## src/rtl/alu_rs_scheduler_if.sv

```systemverilog
// Dispatch, result-broadcast and ALU-issue signals of the ALU reservation station.
interface alu_rs_scheduler_if #(
    parameter int unsigned DATA_W = 32,
    parameter int unsigned ADDR_W = 32,
    parameter int unsigned TAG_W  = 4,
    parameter int unsigned OP_W   = 6
);
    logic              dec_rs_valid_in;
    logic [OP_W-1:0]   dec_rs_opcode_in;
    logic [TAG_W-1:0]  dec_rs_qj_in;
    logic [TAG_W-1:0]  dec_rs_qk_in;
    logic [DATA_W-1:0] dec_rs_vj_in;
    logic [DATA_W-1:0] dec_rs_vk_in;
    logic [DATA_W-1:0] dec_rs_a_in;
    logic [ADDR_W-1:0] dec_rs_pc_in;
    logic [TAG_W-1:0]  dec_rs_dest_in;
    logic              rs_dec_full_out;

    logic [TAG_W-1:0]  cdb0_h_in;
    logic [DATA_W-1:0] cdb0_result_in;
    logic [TAG_W-1:0]  cdb1_h_in;
    logic [DATA_W-1:0] cdb1_result_in;

    logic [OP_W-1:0]   rs_alu_opcode_out;
    logic [DATA_W-1:0] rs_alu_vj_out;
    logic [DATA_W-1:0] rs_alu_vk_out;
    logic [DATA_W-1:0] rs_alu_a_out;
    logic [ADDR_W-1:0] rs_alu_pc_out;
    logic [TAG_W-1:0]  rs_alu_dest_out;

    // Dispatch/ROB/ALU side: drives requests and broadcasts, observes issue.
    modport master (
        output dec_rs_valid_in, dec_rs_opcode_in, dec_rs_qj_in, dec_rs_qk_in,
               dec_rs_vj_in, dec_rs_vk_in, dec_rs_a_in, dec_rs_pc_in, dec_rs_dest_in,
               cdb0_h_in, cdb0_result_in, cdb1_h_in, cdb1_result_in,
        input  rs_dec_full_out, rs_alu_opcode_out, rs_alu_vj_out, rs_alu_vk_out,
               rs_alu_a_out, rs_alu_pc_out, rs_alu_dest_out
    );

    // Reservation station side.
    modport slave (
        input  dec_rs_valid_in, dec_rs_opcode_in, dec_rs_qj_in, dec_rs_qk_in,
               dec_rs_vj_in, dec_rs_vk_in, dec_rs_a_in, dec_rs_pc_in, dec_rs_dest_in,
               cdb0_h_in, cdb0_result_in, cdb1_h_in, cdb1_result_in,
        output rs_dec_full_out, rs_alu_opcode_out, rs_alu_vj_out, rs_alu_vk_out,
               rs_alu_a_out, rs_alu_pc_out, rs_alu_dest_out
    );
endinterface

```

## src/rtl/alu_rs_scheduler.sv

```systemverilog
// Reservation station for the shared ALU: holds dispatched ops, snoops two
// result buses for operand tags, and issues the lowest-index ready slot per cycle.
module alu_rs_scheduler #(
    parameter int unsigned DATA_W  = 32,
    parameter int unsigned ADDR_W  = 32,
    parameter int unsigned TAG_W   = 4,
    parameter int unsigned OP_W    = 6,
    parameter int unsigned ENTRIES = 8
) (
    input  logic clk_in,
    input  logic rst_in,
    input  logic rdy_in,
    input  logic rob_rs_rst_in,
    alu_rs_scheduler_if.slave bus
);
    localparam int unsigned IDX_W = (ENTRIES > 1) ? $clog2(ENTRIES) : 1;

    typedef struct packed {
        logic              busy;
        logic [OP_W-1:0]   opcode;
        logic [TAG_W-1:0]  qj;
        logic [DATA_W-1:0] vj;
        logic [TAG_W-1:0]  qk;
        logic [DATA_W-1:0] vk;
        logic [DATA_W-1:0] a;
        logic [ADDR_W-1:0] pc;
        logic [TAG_W-1:0]  dest;
    } slot_t;

    typedef struct packed {
        logic [OP_W-1:0]   opcode;
        logic [DATA_W-1:0] vj;
        logic [DATA_W-1:0] vk;
        logic [DATA_W-1:0] a;
        logic [ADDR_W-1:0] pc;
        logic [TAG_W-1:0]  dest;
    } issue_t;

    typedef struct packed {
        logic [TAG_W-1:0]  q;
        logic [DATA_W-1:0] v;
    } operand_t;

    slot_t              slots     [ENTRIES];
    slot_t              slots_nxt [ENTRIES];
    issue_t             iss;
    issue_t             iss_nxt;
    logic [ENTRIES-1:0] busy_vec;
    logic [ENTRIES-1:0] ready_vec;
    logic [IDX_W-1:0]   issue_idx;
    logic [IDX_W-1:0]   free_idx;
    logic               issue_hit;
    logic               free_hit;

    // Resolve one operand against both broadcast buses; cdb0 takes precedence.
    function automatic operand_t snoop(
        input logic [TAG_W-1:0]  q,
        input logic [DATA_W-1:0] v,
        input logic [TAG_W-1:0]  h0,
        input logic [DATA_W-1:0] d0,
        input logic [TAG_W-1:0]  h1,
        input logic [DATA_W-1:0] d1
    );
        operand_t r;
        r.q = q;
        r.v = v;
        if (q != '0) begin
            if (q == h0) begin
                r.q = '0;
                r.v = d0;
            end else if (q == h1) begin
                r.q = '0;
                r.v = d1;
            end
        end
        return r;
    endfunction

    // Per-slot busy and operand-complete flags from registered state.
    always_comb begin
        busy_vec  = '0;
        ready_vec = '0;
        for (int i = 0; i < int'(ENTRIES); i++) begin
            busy_vec[i]  = slots[i].busy;
            ready_vec[i] = slots[i].busy && (slots[i].qj == '0) && (slots[i].qk == '0);
        end
    end

    // Lowest-index ready slot for issue and lowest-index free slot for dispatch.
    always_comb begin
        issue_hit = 1'b0;
        issue_idx = '0;
        free_hit  = 1'b0;
        free_idx  = '0;
        for (int i = int'(ENTRIES) - 1; i >= 0; i--) begin
            if (ready_vec[i]) begin
                issue_hit = 1'b1;
                issue_idx = IDX_W'(i);
            end
            if (!busy_vec[i]) begin
                free_hit = 1'b1;
                free_idx = IDX_W'(i);
            end
        end
    end

    assign bus.rs_dec_full_out = &busy_vec;

    // Next station/issue state: flush overrides; otherwise issue, wakeup and dispatch together.
    always_comb begin
        operand_t opj;
        operand_t opk;
        slots_nxt = slots;
        iss_nxt   = iss;
        opj       = '0;
        opk       = '0;
        if (rdy_in) begin
            if (rob_rs_rst_in) begin
                for (int i = 0; i < int'(ENTRIES); i++) begin
                    slots_nxt[i].busy = 1'b0;
                end
                iss_nxt = '0;
            end else begin
                iss_nxt = '0;
                if (issue_hit) begin
                    iss_nxt.opcode = slots[issue_idx].opcode;
                    iss_nxt.vj     = slots[issue_idx].vj;
                    iss_nxt.vk     = slots[issue_idx].vk;
                    iss_nxt.a      = slots[issue_idx].a;
                    iss_nxt.pc     = slots[issue_idx].pc;
                    iss_nxt.dest   = slots[issue_idx].dest;
                end

                for (int i = 0; i < int'(ENTRIES); i++) begin
                    if (slots[i].busy) begin
                        opj = snoop(slots[i].qj, slots[i].vj, bus.cdb0_h_in, bus.cdb0_result_in,
                                    bus.cdb1_h_in, bus.cdb1_result_in);
                        opk = snoop(slots[i].qk, slots[i].vk, bus.cdb0_h_in, bus.cdb0_result_in,
                                    bus.cdb1_h_in, bus.cdb1_result_in);
                        slots_nxt[i].qj = opj.q;
                        slots_nxt[i].vj = opj.v;
                        slots_nxt[i].qk = opk.q;
                        slots_nxt[i].vk = opk.v;
                    end
                end

                if (issue_hit) begin
                    slots_nxt[issue_idx].busy = 1'b0;
                end

                // Free slot is chosen from registered state, so it never aliases the issuing slot.
                if (bus.dec_rs_valid_in && free_hit) begin
                    opj = snoop(bus.dec_rs_qj_in, bus.dec_rs_vj_in, bus.cdb0_h_in, bus.cdb0_result_in,
                                bus.cdb1_h_in, bus.cdb1_result_in);
                    opk = snoop(bus.dec_rs_qk_in, bus.dec_rs_vk_in, bus.cdb0_h_in, bus.cdb0_result_in,
                                bus.cdb1_h_in, bus.cdb1_result_in);
                    slots_nxt[free_idx].busy   = 1'b1;
                    slots_nxt[free_idx].opcode = bus.dec_rs_opcode_in;
                    slots_nxt[free_idx].qj     = opj.q;
                    slots_nxt[free_idx].vj     = opj.v;
                    slots_nxt[free_idx].qk     = opk.q;
                    slots_nxt[free_idx].vk     = opk.v;
                    slots_nxt[free_idx].a      = bus.dec_rs_a_in;
                    slots_nxt[free_idx].pc     = bus.dec_rs_pc_in;
                    slots_nxt[free_idx].dest   = bus.dec_rs_dest_in;
                end
            end
        end
    end

    // State registers for station slots and issue outputs.
    always_ff @(posedge clk_in or negedge rst_in) begin
        if (!rst_in) begin
            for (int i = 0; i < int'(ENTRIES); i++) begin
                slots[i] <= '0;
            end
            iss <= '0;
        end else begin
            for (int i = 0; i < int'(ENTRIES); i++) begin
                slots[i] <= slots_nxt[i];
            end
            iss <= iss_nxt;
        end
    end

    assign bus.rs_alu_opcode_out = iss.opcode;
    assign bus.rs_alu_vj_out     = iss.vj;
    assign bus.rs_alu_vk_out     = iss.vk;
    assign bus.rs_alu_a_out      = iss.a;
    assign bus.rs_alu_pc_out     = iss.pc;
    assign bus.rs_alu_dest_out   = iss.dest;
endmodule

```

## src/flat_wrapper.sv

```systemverilog
// flat-port wrapper written by rule: the top's interface ports become plain ports
module alu_rs_scheduler_flat 
#(
    parameter int unsigned DATA_W  = 32,
    parameter int unsigned ADDR_W  = 32,
    parameter int unsigned TAG_W   = 4,
    parameter int unsigned OP_W    = 6,
    parameter int unsigned ENTRIES = 8
)
  (clk_in, rst_in, rdy_in, rob_rs_rst_in, bus_dec_rs_valid_in, bus_dec_rs_opcode_in, bus_dec_rs_qj_in, bus_dec_rs_qk_in, bus_dec_rs_vj_in, bus_dec_rs_vk_in, bus_dec_rs_a_in, bus_dec_rs_pc_in, bus_dec_rs_dest_in, bus_cdb0_h_in, bus_cdb0_result_in, bus_cdb1_h_in, bus_cdb1_result_in, bus_rs_dec_full_out, bus_rs_alu_opcode_out, bus_rs_alu_vj_out, bus_rs_alu_vk_out, bus_rs_alu_a_out, bus_rs_alu_pc_out, bus_rs_alu_dest_out);
  alu_rs_scheduler_if #(.DATA_W(DATA_W), .ADDR_W(ADDR_W), .TAG_W(TAG_W), .OP_W(OP_W)) bus_i ();
  input  logic clk_in;
  input  logic rst_in;
  input  logic rdy_in;
  input  logic rob_rs_rst_in;
  input wire logic [$bits(bus_i.dec_rs_valid_in)-1:0] bus_dec_rs_valid_in;
  input wire logic [$bits(bus_i.dec_rs_opcode_in)-1:0] bus_dec_rs_opcode_in;
  input wire logic [$bits(bus_i.dec_rs_qj_in)-1:0] bus_dec_rs_qj_in;
  input wire logic [$bits(bus_i.dec_rs_qk_in)-1:0] bus_dec_rs_qk_in;
  input wire logic [$bits(bus_i.dec_rs_vj_in)-1:0] bus_dec_rs_vj_in;
  input wire logic [$bits(bus_i.dec_rs_vk_in)-1:0] bus_dec_rs_vk_in;
  input wire logic [$bits(bus_i.dec_rs_a_in)-1:0] bus_dec_rs_a_in;
  input wire logic [$bits(bus_i.dec_rs_pc_in)-1:0] bus_dec_rs_pc_in;
  input wire logic [$bits(bus_i.dec_rs_dest_in)-1:0] bus_dec_rs_dest_in;
  input wire logic [$bits(bus_i.cdb0_h_in)-1:0] bus_cdb0_h_in;
  input wire logic [$bits(bus_i.cdb0_result_in)-1:0] bus_cdb0_result_in;
  input wire logic [$bits(bus_i.cdb1_h_in)-1:0] bus_cdb1_h_in;
  input wire logic [$bits(bus_i.cdb1_result_in)-1:0] bus_cdb1_result_in;
  output wire logic [$bits(bus_i.rs_dec_full_out)-1:0] bus_rs_dec_full_out;
  output wire logic [$bits(bus_i.rs_alu_opcode_out)-1:0] bus_rs_alu_opcode_out;
  output wire logic [$bits(bus_i.rs_alu_vj_out)-1:0] bus_rs_alu_vj_out;
  output wire logic [$bits(bus_i.rs_alu_vk_out)-1:0] bus_rs_alu_vk_out;
  output wire logic [$bits(bus_i.rs_alu_a_out)-1:0] bus_rs_alu_a_out;
  output wire logic [$bits(bus_i.rs_alu_pc_out)-1:0] bus_rs_alu_pc_out;
  output wire logic [$bits(bus_i.rs_alu_dest_out)-1:0] bus_rs_alu_dest_out;
  assign bus_i.dec_rs_valid_in = bus_dec_rs_valid_in;
  assign bus_i.dec_rs_opcode_in = bus_dec_rs_opcode_in;
  assign bus_i.dec_rs_qj_in = bus_dec_rs_qj_in;
  assign bus_i.dec_rs_qk_in = bus_dec_rs_qk_in;
  assign bus_i.dec_rs_vj_in = bus_dec_rs_vj_in;
  assign bus_i.dec_rs_vk_in = bus_dec_rs_vk_in;
  assign bus_i.dec_rs_a_in = bus_dec_rs_a_in;
  assign bus_i.dec_rs_pc_in = bus_dec_rs_pc_in;
  assign bus_i.dec_rs_dest_in = bus_dec_rs_dest_in;
  assign bus_i.cdb0_h_in = bus_cdb0_h_in;
  assign bus_i.cdb0_result_in = bus_cdb0_result_in;
  assign bus_i.cdb1_h_in = bus_cdb1_h_in;
  assign bus_i.cdb1_result_in = bus_cdb1_result_in;
  assign bus_rs_dec_full_out = bus_i.rs_dec_full_out;
  assign bus_rs_alu_opcode_out = bus_i.rs_alu_opcode_out;
  assign bus_rs_alu_vj_out = bus_i.rs_alu_vj_out;
  assign bus_rs_alu_vk_out = bus_i.rs_alu_vk_out;
  assign bus_rs_alu_a_out = bus_i.rs_alu_a_out;
  assign bus_rs_alu_pc_out = bus_i.rs_alu_pc_out;
  assign bus_rs_alu_dest_out = bus_i.rs_alu_dest_out;
  alu_rs_scheduler #(.DATA_W(DATA_W), .ADDR_W(ADDR_W), .TAG_W(TAG_W), .OP_W(OP_W), .ENTRIES(ENTRIES)) u_core (.clk_in(clk_in), .rst_in(rst_in), .rdy_in(rdy_in), .rob_rs_rst_in(rob_rs_rst_in), .bus(bus_i));
endmodule
```

## config.mk

```make
export PLATFORM = sky130hd
export DESIGN_NAME = alu_rs_scheduler_flat
export DESIGN_NICKNAME = d
export VERILOG_FILES = /design/src/rtl/alu_rs_scheduler_if.sv /design/src/rtl/alu_rs_scheduler.sv /design/src/flat_wrapper.sv
export SDC_FILE = /design/constraint.sdc
export NUM_CORES = 2
export LEC_CHECK = 0
export CORE_AREA = 2 2 358 360
export CTS_CLUSTER_SIZE = 8
export DETAILED_ROUTE_END_ITERATION = 7
export DIE_AREA = 0 0 360 362
export PLACE_DENSITY_LB_ADDON = 0.12
export SLEW_MARGIN = 10
export SYNTH_ARGS = -nofsm -noshare
export SYNTH_HDL_FRONTEND = slang
export SYNTH_SLANG_ARGS = --single-unit
export TNS_END_PERCENT = 20
```

## constraint.sdc

```tcl
create_clock -name clk_in -period 3 [get_ports clk_in]
set_input_delay 0.9 -clock clk_in [delete_from_list [all_inputs] [get_ports clk_in]]
set_output_delay 0.9 -clock clk_in [all_outputs]
set_load 0.02 [all_outputs]
```

# Word-level counts from Yosys, hierarchy flattened
# Cells that the tools add are included.
[word_totals]
elab_cells = 339
ff_bits = 1314
in_bits = 223
[op_classes]
n_bitwise = 3
mux = 163
eq_ne = 36
magnitude_cmp = 4
n_reduce_logical = 55
[op_table]
columns = ["operator", "count"]
rows = [
  ["1176-bit bitwise mux", 10],
  ["1176-bit 2-to-1 mux", 4],
  ["147-bit demux with 3-bit select", 10],
  ["36-bit 2-to-1 mux", 61],
  ["72-bit 2-to-1 mux", 24],
  ["147-bit binary-select mux with 3-bit select", 1],
  ["146-bit 2-to-1 mux", 3],
  ["147-bit 2-to-1 mux", 2],
  ["138-bit 2-to-1 mux", 2],
  ["4-bit == test", 36],
  ["140-bit 2-to-1 mux", 1],
  ["136-bit 2-to-1 mux", 1],
  ["104-bit 2-to-1 mux", 1],
  ["100-bit 2-to-1 mux", 1],
  ["4-bit nonzero test", 18],
  ["68-bit 2-to-1 mux", 1],
  ["4-bit logical NOT", 16],
  ["3-bit 2-to-1 mux", 16],
  ["1-bit 2-to-1 mux", 24],
  ["1-bit logical AND", 19],
  ["4-bit greater-or-equal comparator, second input constant", 2],
  ["4-bit by 1-bit < comparator with 1-bit output, second input constant", 2],
  ["3-bit inverter with 4-bit output", 2],
  ["8-bit AND reduction", 1],
  ["3 further kinds", 3],
]

# Depth between registers and ports, before layout
[depth]
depth_word = 31
ltp_mapped = 12
mapped_depth_nobuf = 7

# Least setup slack after synthesis
# No wires, ideal clock.
[synth_timing]
path_type = "input -> register"
startpoint = "in bus_cdb1_h_in[0]"
endpoint = "reg u_core.slots[712] (netlist name)"
n_path_buf = 4
setup_slack_ps = -144
required_time_ps = 2879
stages = 10
t_arrival_ps = 3023
path_cell_list = "buf_2 -> buf_2 -> xor2_1 -> nor4_1 -> nor2_1 -> nor2_1 -> clkbuf_1 -> clkbuf_1 -> a22oi_1 -> o22a_1"
[synth_via]
elab_chain_len = 21
elab_cells_between_ends = 28
cone_classes = "eq/ne: 2; mux: 26"
[synth_lines]
columns = ["item", "line", "source"]
rows = [
  ["from (decl)", "flat_wrapper.sv:27", "input wire logic [$bits(bus_i.cdb1_h_in)-1:0] bus_cdb1_h_in;"],
  ["4-bit == test", "alu_rs_scheduler.sv:71", "end else if (q == h1) begin"],
  ["36-bit 2-to-1 mux", "alu_rs_scheduler.sv:71", ""],
  ["36-bit 2-to-1 mux", "alu_rs_scheduler.sv:68", "if (q == h0) begin"],
  ["36-bit 2-to-1 mux", "alu_rs_scheduler.sv:67", "if (q != '0) begin"],
  ["72-bit 2-to-1 mux", "alu_rs_scheduler.sv:135", "if (slots[i].busy) begin"],
  ["72-bit 2-to-1 mux", "alu_rs_scheduler.sv:118", "if (rob_rs_rst_in) begin"],
  ["72-bit 2-to-1 mux", "alu_rs_scheduler.sv:117", "if (rdy_in) begin"],
  ["1176-bit bitwise mux", "alu_rs_scheduler.sv:148", "slots_nxt[issue_idx].busy = 1'b0;"],
  ["(+5 left out)", "-", ""],
  ["1176-bit bitwise mux", "alu_rs_scheduler.sv:159", "slots_nxt[free_idx].qj = opj.q;"],
  ["1176-bit bitwise mux", "alu_rs_scheduler.sv:160", "slots_nxt[free_idx].vj = opj.v;"],
  ["1176-bit bitwise mux", "alu_rs_scheduler.sv:161", "slots_nxt[free_idx].qk = opk.q;"],
  ["1176-bit bitwise mux", "alu_rs_scheduler.sv:162", "slots_nxt[free_idx].vk = opk.v;"],
  ["1176-bit bitwise mux", "alu_rs_scheduler.sv:163", "slots_nxt[free_idx].a = bus.dec_rs_a_in;"],
  ["1176-bit bitwise mux", "alu_rs_scheduler.sv:164", "slots_nxt[free_idx].pc = bus.dec_rs_pc_in;"],
  ["1176-bit bitwise mux", "alu_rs_scheduler.sv:165", "slots_nxt[free_idx].dest = bus.dec_rs_dest_in;"],
  ["1176-bit 2-to-1 mux (*)", "alu_rs_scheduler.sv:152", "if (bus.dec_rs_valid_in && free_hit) begin"],
  ["to (signal, indexed assignment)", "alu_rs_scheduler.sv:180", "slots[i] <= slots_nxt[i];"],
  ["to (decl)", "alu_rs_scheduler.sv:44", "slot_t slots [ENTRIES];"],
]
# Every way passes the cells marked *; elsewhere a longest branch is shown, timed or not. The select of a mux whose other input is x is not followed.
# A chain may end at the register's enable or synchronous reset.

# Worst setup path in the final report
[layout_timing]
startpoint = "reg u_core.slots[542] (netlist name)"
endpoint = "reg u_core.iss, in the netlist u_core.bus.rs_alu_vk_out[13]"
[layout_via]
elab_chain_len = 13
elab_cells_between_ends = 18
cone_classes = "mux: 15; bitwise: 1; reduce/logical: 2"
[layout_lines]
columns = ["item", "line", "source"]
rows = [
  ["4-bit logical NOT (*)", "alu_rs_scheduler.sv:85", "ready_vec[i] = slots[i].busy && (slots[i].qj == '0) && (slots[i].qk == '0);"],
  ["1-bit logical AND (*)", "alu_rs_scheduler.sv:85", ""],
  ["3-bit 2-to-1 mux (5 in a row)", "alu_rs_scheduler.sv:96", "if (ready_vec[i]) begin"],
  ["3-bit inverter with 4-bit output (not written as such)", "alu_rs_scheduler.sv:128", "iss_nxt.vk = slots[issue_idx].vk;"],
  ["147-bit binary-select mux with 3-bit select", "alu_rs_scheduler.sv:128", ""],
  ["146-bit 2-to-1 mux (2 in a row)", "-", ""],
  ["138-bit 2-to-1 mux (*)", "alu_rs_scheduler.sv:125", "if (issue_hit) begin"],
  ["138-bit 2-to-1 mux (*)", "alu_rs_scheduler.sv:118", ""],
  ["to (signal assigned)", "alu_rs_scheduler.sv:182", "iss <= iss_nxt;"],
  ["to (decl)", "alu_rs_scheduler.sv:46", "issue_t iss;"],
]
# Marked as above.

==> qor.yml <==
clocking:
  htreeDepth: 4
  tritoncts: "built"
  clk_latency_ns: 0.86
  clkTransAtPathRegs_ns: 0.05
  holdBufCountCts: 0
  cts.path.max_buffers: 3
  cts_sinks: 1314
  cts-root-buf: "clkbuf_16"
  cts_made_buffers: 183
cells_and_area:
  final_common_cell: "dfrtp_1"
  final_area_um2: 87600
  fin_cells: 9224
  nets: 7745
  fillCellCount: 9528
  syn2layout_area_growth_pct: 27.0
  mostFrequentLayoutCells: "1310 x dfrtp_1, 919 x nand2_1, 695 x buf_4, 451 x mux2_2, 430 x o22ai_1"
  final_layout_size_suffix_gt1_share_pct: 23.0
synthesis:
  synth_area_per_cell_um2: 10.1
  ys_seq_elements: 1314
  synth_cells: 6800
  yosysSeqAreaShare_pct: 47.6
  syn_nets: 7023
  async_reset_ff_share_pct: 100
  synth-edff-count: 0
  yosysUniqueCellTypes: 68
  ys_warn_count: 0
  synthFlopType: "dfrtp_1"
  syn_area_um2: 69000
die:
  fp.coreArea_um2: 127000
  initial_core_util_pct: 54.5
  rows: 131
  fp.dieH_um: 362
  die_area_um2: 130000
  die_x_um: 360
  num_io_pins: 362
power:
  p_per_area_nw_per_um2: 577
  p_leak_nw: 38.8
  ir_drop_mv: 0.584
placed_design:
  port_buffers: 361
  placedCellCount: 8979
  place.gp.congestion: 1.03
  post_dp_cell_area_um2: 82100
  dp_hpwl_um: 206000
  dp_slack_ns: -0.874
setup_path:
  required_ns: 3.65
  path_cells: "or4_1, or3_4, o211a_4, a21oi_4, buf_12, a211o_1, o32ai_1"
  endpoint_kind: "register"
  crit_slowest_cell: "or4_1"
  critPathKind: "register to register"
  cp.buffers_inverters: 1
  cpPeakStageDelay_ns: 0.58
  critical_path.max_fanout: 20
  crit_family: "compound AO/OA/AOI/OAI gates"
  arrival_ns: 3.73
  critPathLaunchType: "register"
drt:
  drt_iter0_drc: 9830
  vias_per_cell: 7.27
  totalWireLength_um: 312000
  drc: 8
  route.detailed.wl_per_inst_um: 33.8
  ant_nets: 0
  drt_pre_antenna_iters: 8
  vias: 67000
sta:
  max_freq_mhz: 324
  period_needed_ns: 3.08
  setup_violations: 18
  hold_ws_ns: 0.0416
  setup_ws_ns: -0.0821
  timing.final.crit_share_pct: 103
  final.setup.tns_ns: -0.296
  fin_skew_ns: 0.0553
  drv_slew: 0
  tightestPinTransition_ns: 1.09
  hold_viol_final: 0
  relSlewSlack_pct: 27.4
  rsz0062_at_grt: "true"
global_route:
  grt_max_degree: 89
  grt_pass1_wl_um: 450000
  grt.total_usage_pct: 46.7
  grt_pass1_vias: 66100
  grt.overflow.total: 0
  antenna_found_initial: 19
status:
  violations: "DRC, setup timing"
  status: "finished, violations left"
hold_path:
  min_path_type: "primary input to async pin"
job:
  drv_cap: 0
==> worst reg2reg max path: stages (launching register included) <==
cell and delay [ns]:
dfrtp_1 0.38, or4_1 0.58, or3_4 0.45, o211a_4 0.30, a21oi_4 0.47, buf_12 0.29
a211o_1 0.32, o32ai_1 0.14
==> sequential cells by signal, summed over array words and instances, names as in the netlist <==
name and count:
u_core.slots 1168, u_core.bus.rs_alu_a_out 32, u_core.bus.rs_alu_pc_out 32, u_core.bus.rs_alu_vj_out 32, u_core.bus.rs_alu_vk_out 32, u_core.busy_vec 8
u_core.bus.rs_alu_opcode_out 6, u_core.bus.rs_alu_dest_out 4
==> metrics by stage <==
stage,utilization (%),power (mW)
floorplan,-,26.2
global route,69.1,51.9
detailed placement,64.8,31.2
global placement,64.8,30.9
finish,69.2,50.6
CTS,68.8,50.1
==> metal layers <==
layer / global-route usage, % / up-vias / routed length, µm
met5: 0.629 / - / 226
met4: 25.4 / 15 / 19200
met3: 18.4 / 1252 / 44800
met2: 65.6 / 5383 / 129000
met1: 61.7 / 33500 / 119000
li1: - / 26800 / -
==> cell type report <==
class / count / area (µm²) / share of cell area (%)
Inverter: 155 / 582 / 0.664
Sequential cell: 1314 / 32900 / 37.5
Multi-Input combinational cell: 4556 / 33100 / 37.8
Antenna cell: 19 / 47.5 / 0.0543
Clock buffer: 192 / 4670 / 5.32
Tap cell: 1662 / 2080 / 2.37
Clock inverter: 14 / 330 / 0.377
Timing Repair Buffer: 1312 / 13900 / 15.9
==> cell usage after synthesis (15+ instances only) <==
master    count  area (µm²)
o211a_1     138        1380
nand2b_1     22         138
mux2_2      451        5080
clkbuf_1    587        2200
buf_2       116         581
o221ai_1     74         648
o22a_1      407        3560
dfrtp_1    1314       32900
and3_1      144         901
a21oi_1     176         881
mux2i_1     264        2640
xor2_1      104         911
o21ai_0     127         636
nand2_1     929        3490
o22ai_1     430        2690
xnor2_1      40         350
a211oi_1    148        1110
o32ai_1     136        1190
a211o_1      59         517
nor4_1       41         257
a22o_1      101         885
a32oi_1      26         228
a22oi_1     340        2550
nor2_1      192         721
nand3_1      16        80.1
nor2b_1      15        93.8
buf_1        54         203
inv_1       153         574
a221oi_1     56         490
==> repair_timing <==
action,CTS,global route
buffers inserted,4,14
gates resized for setup,20,33
hold endpoints to repair,0,0
pin swaps,3,5
endpoints found under the setup margin,55,243
gates cloned,0,2
==> power breakdown <==
| group | internal (mW) | switching, mW | total [mW] |
|---|---|---|---|
| Sequential | 20.0 | 1.38 | 21.3 |
| Clock | 10.9 | 8.12 | 19.1 |
| Combinational | 4.55 | 5.60 | 10.2 |
==> worst paths after layout <==
| kind | startpoint | end | slack (ns) | cells past startpoint |
|---|---|---|---|---|
| max in group asynchronous | rst_in | u_core.slots[249]$_DFFE_PN0P_ | 1.85 | 3 |
| min in group clk_in | u_core.slots[171]$_DFFE_PN0P_ | u_core.slots[171]$_DFFE_PN0P_ | 0.47 | 2 |
| worst min-delay path | rst_in | u_core.slots[961]$_DFFE_PN0P_ | 0.04 | 1 |
| worst max register to register | u_core.slots[542]$_DFFE_PN0P_ | u_core.bus.rs_alu_vk_out[13]$_DFFE_PN0P_ | -0.08 | 7 |
| worst max-delay path | u_core.slots[542]$_DFFE_PN0P_ | u_core.bus.rs_alu_vk_out[13]$_DFFE_PN0P_ | -0.08 | 7 |
| worst min register to register | u_core.slots[171]$_DFFE_PN0P_ | u_core.slots[171]$_DFFE_PN0P_ | 0.47 | 2 |
==> cells by family after synthesis <==
logic type / share of synthesized area, %
AOI/OAI and AO/OA: 25.2
xor gates and xnor gates: 1.83
muxes: 11.2
buffers and inverters: 5.39
DFF: 47.6
and+or+nand+nor: 8.75
(Power assumes the default switching activity.)
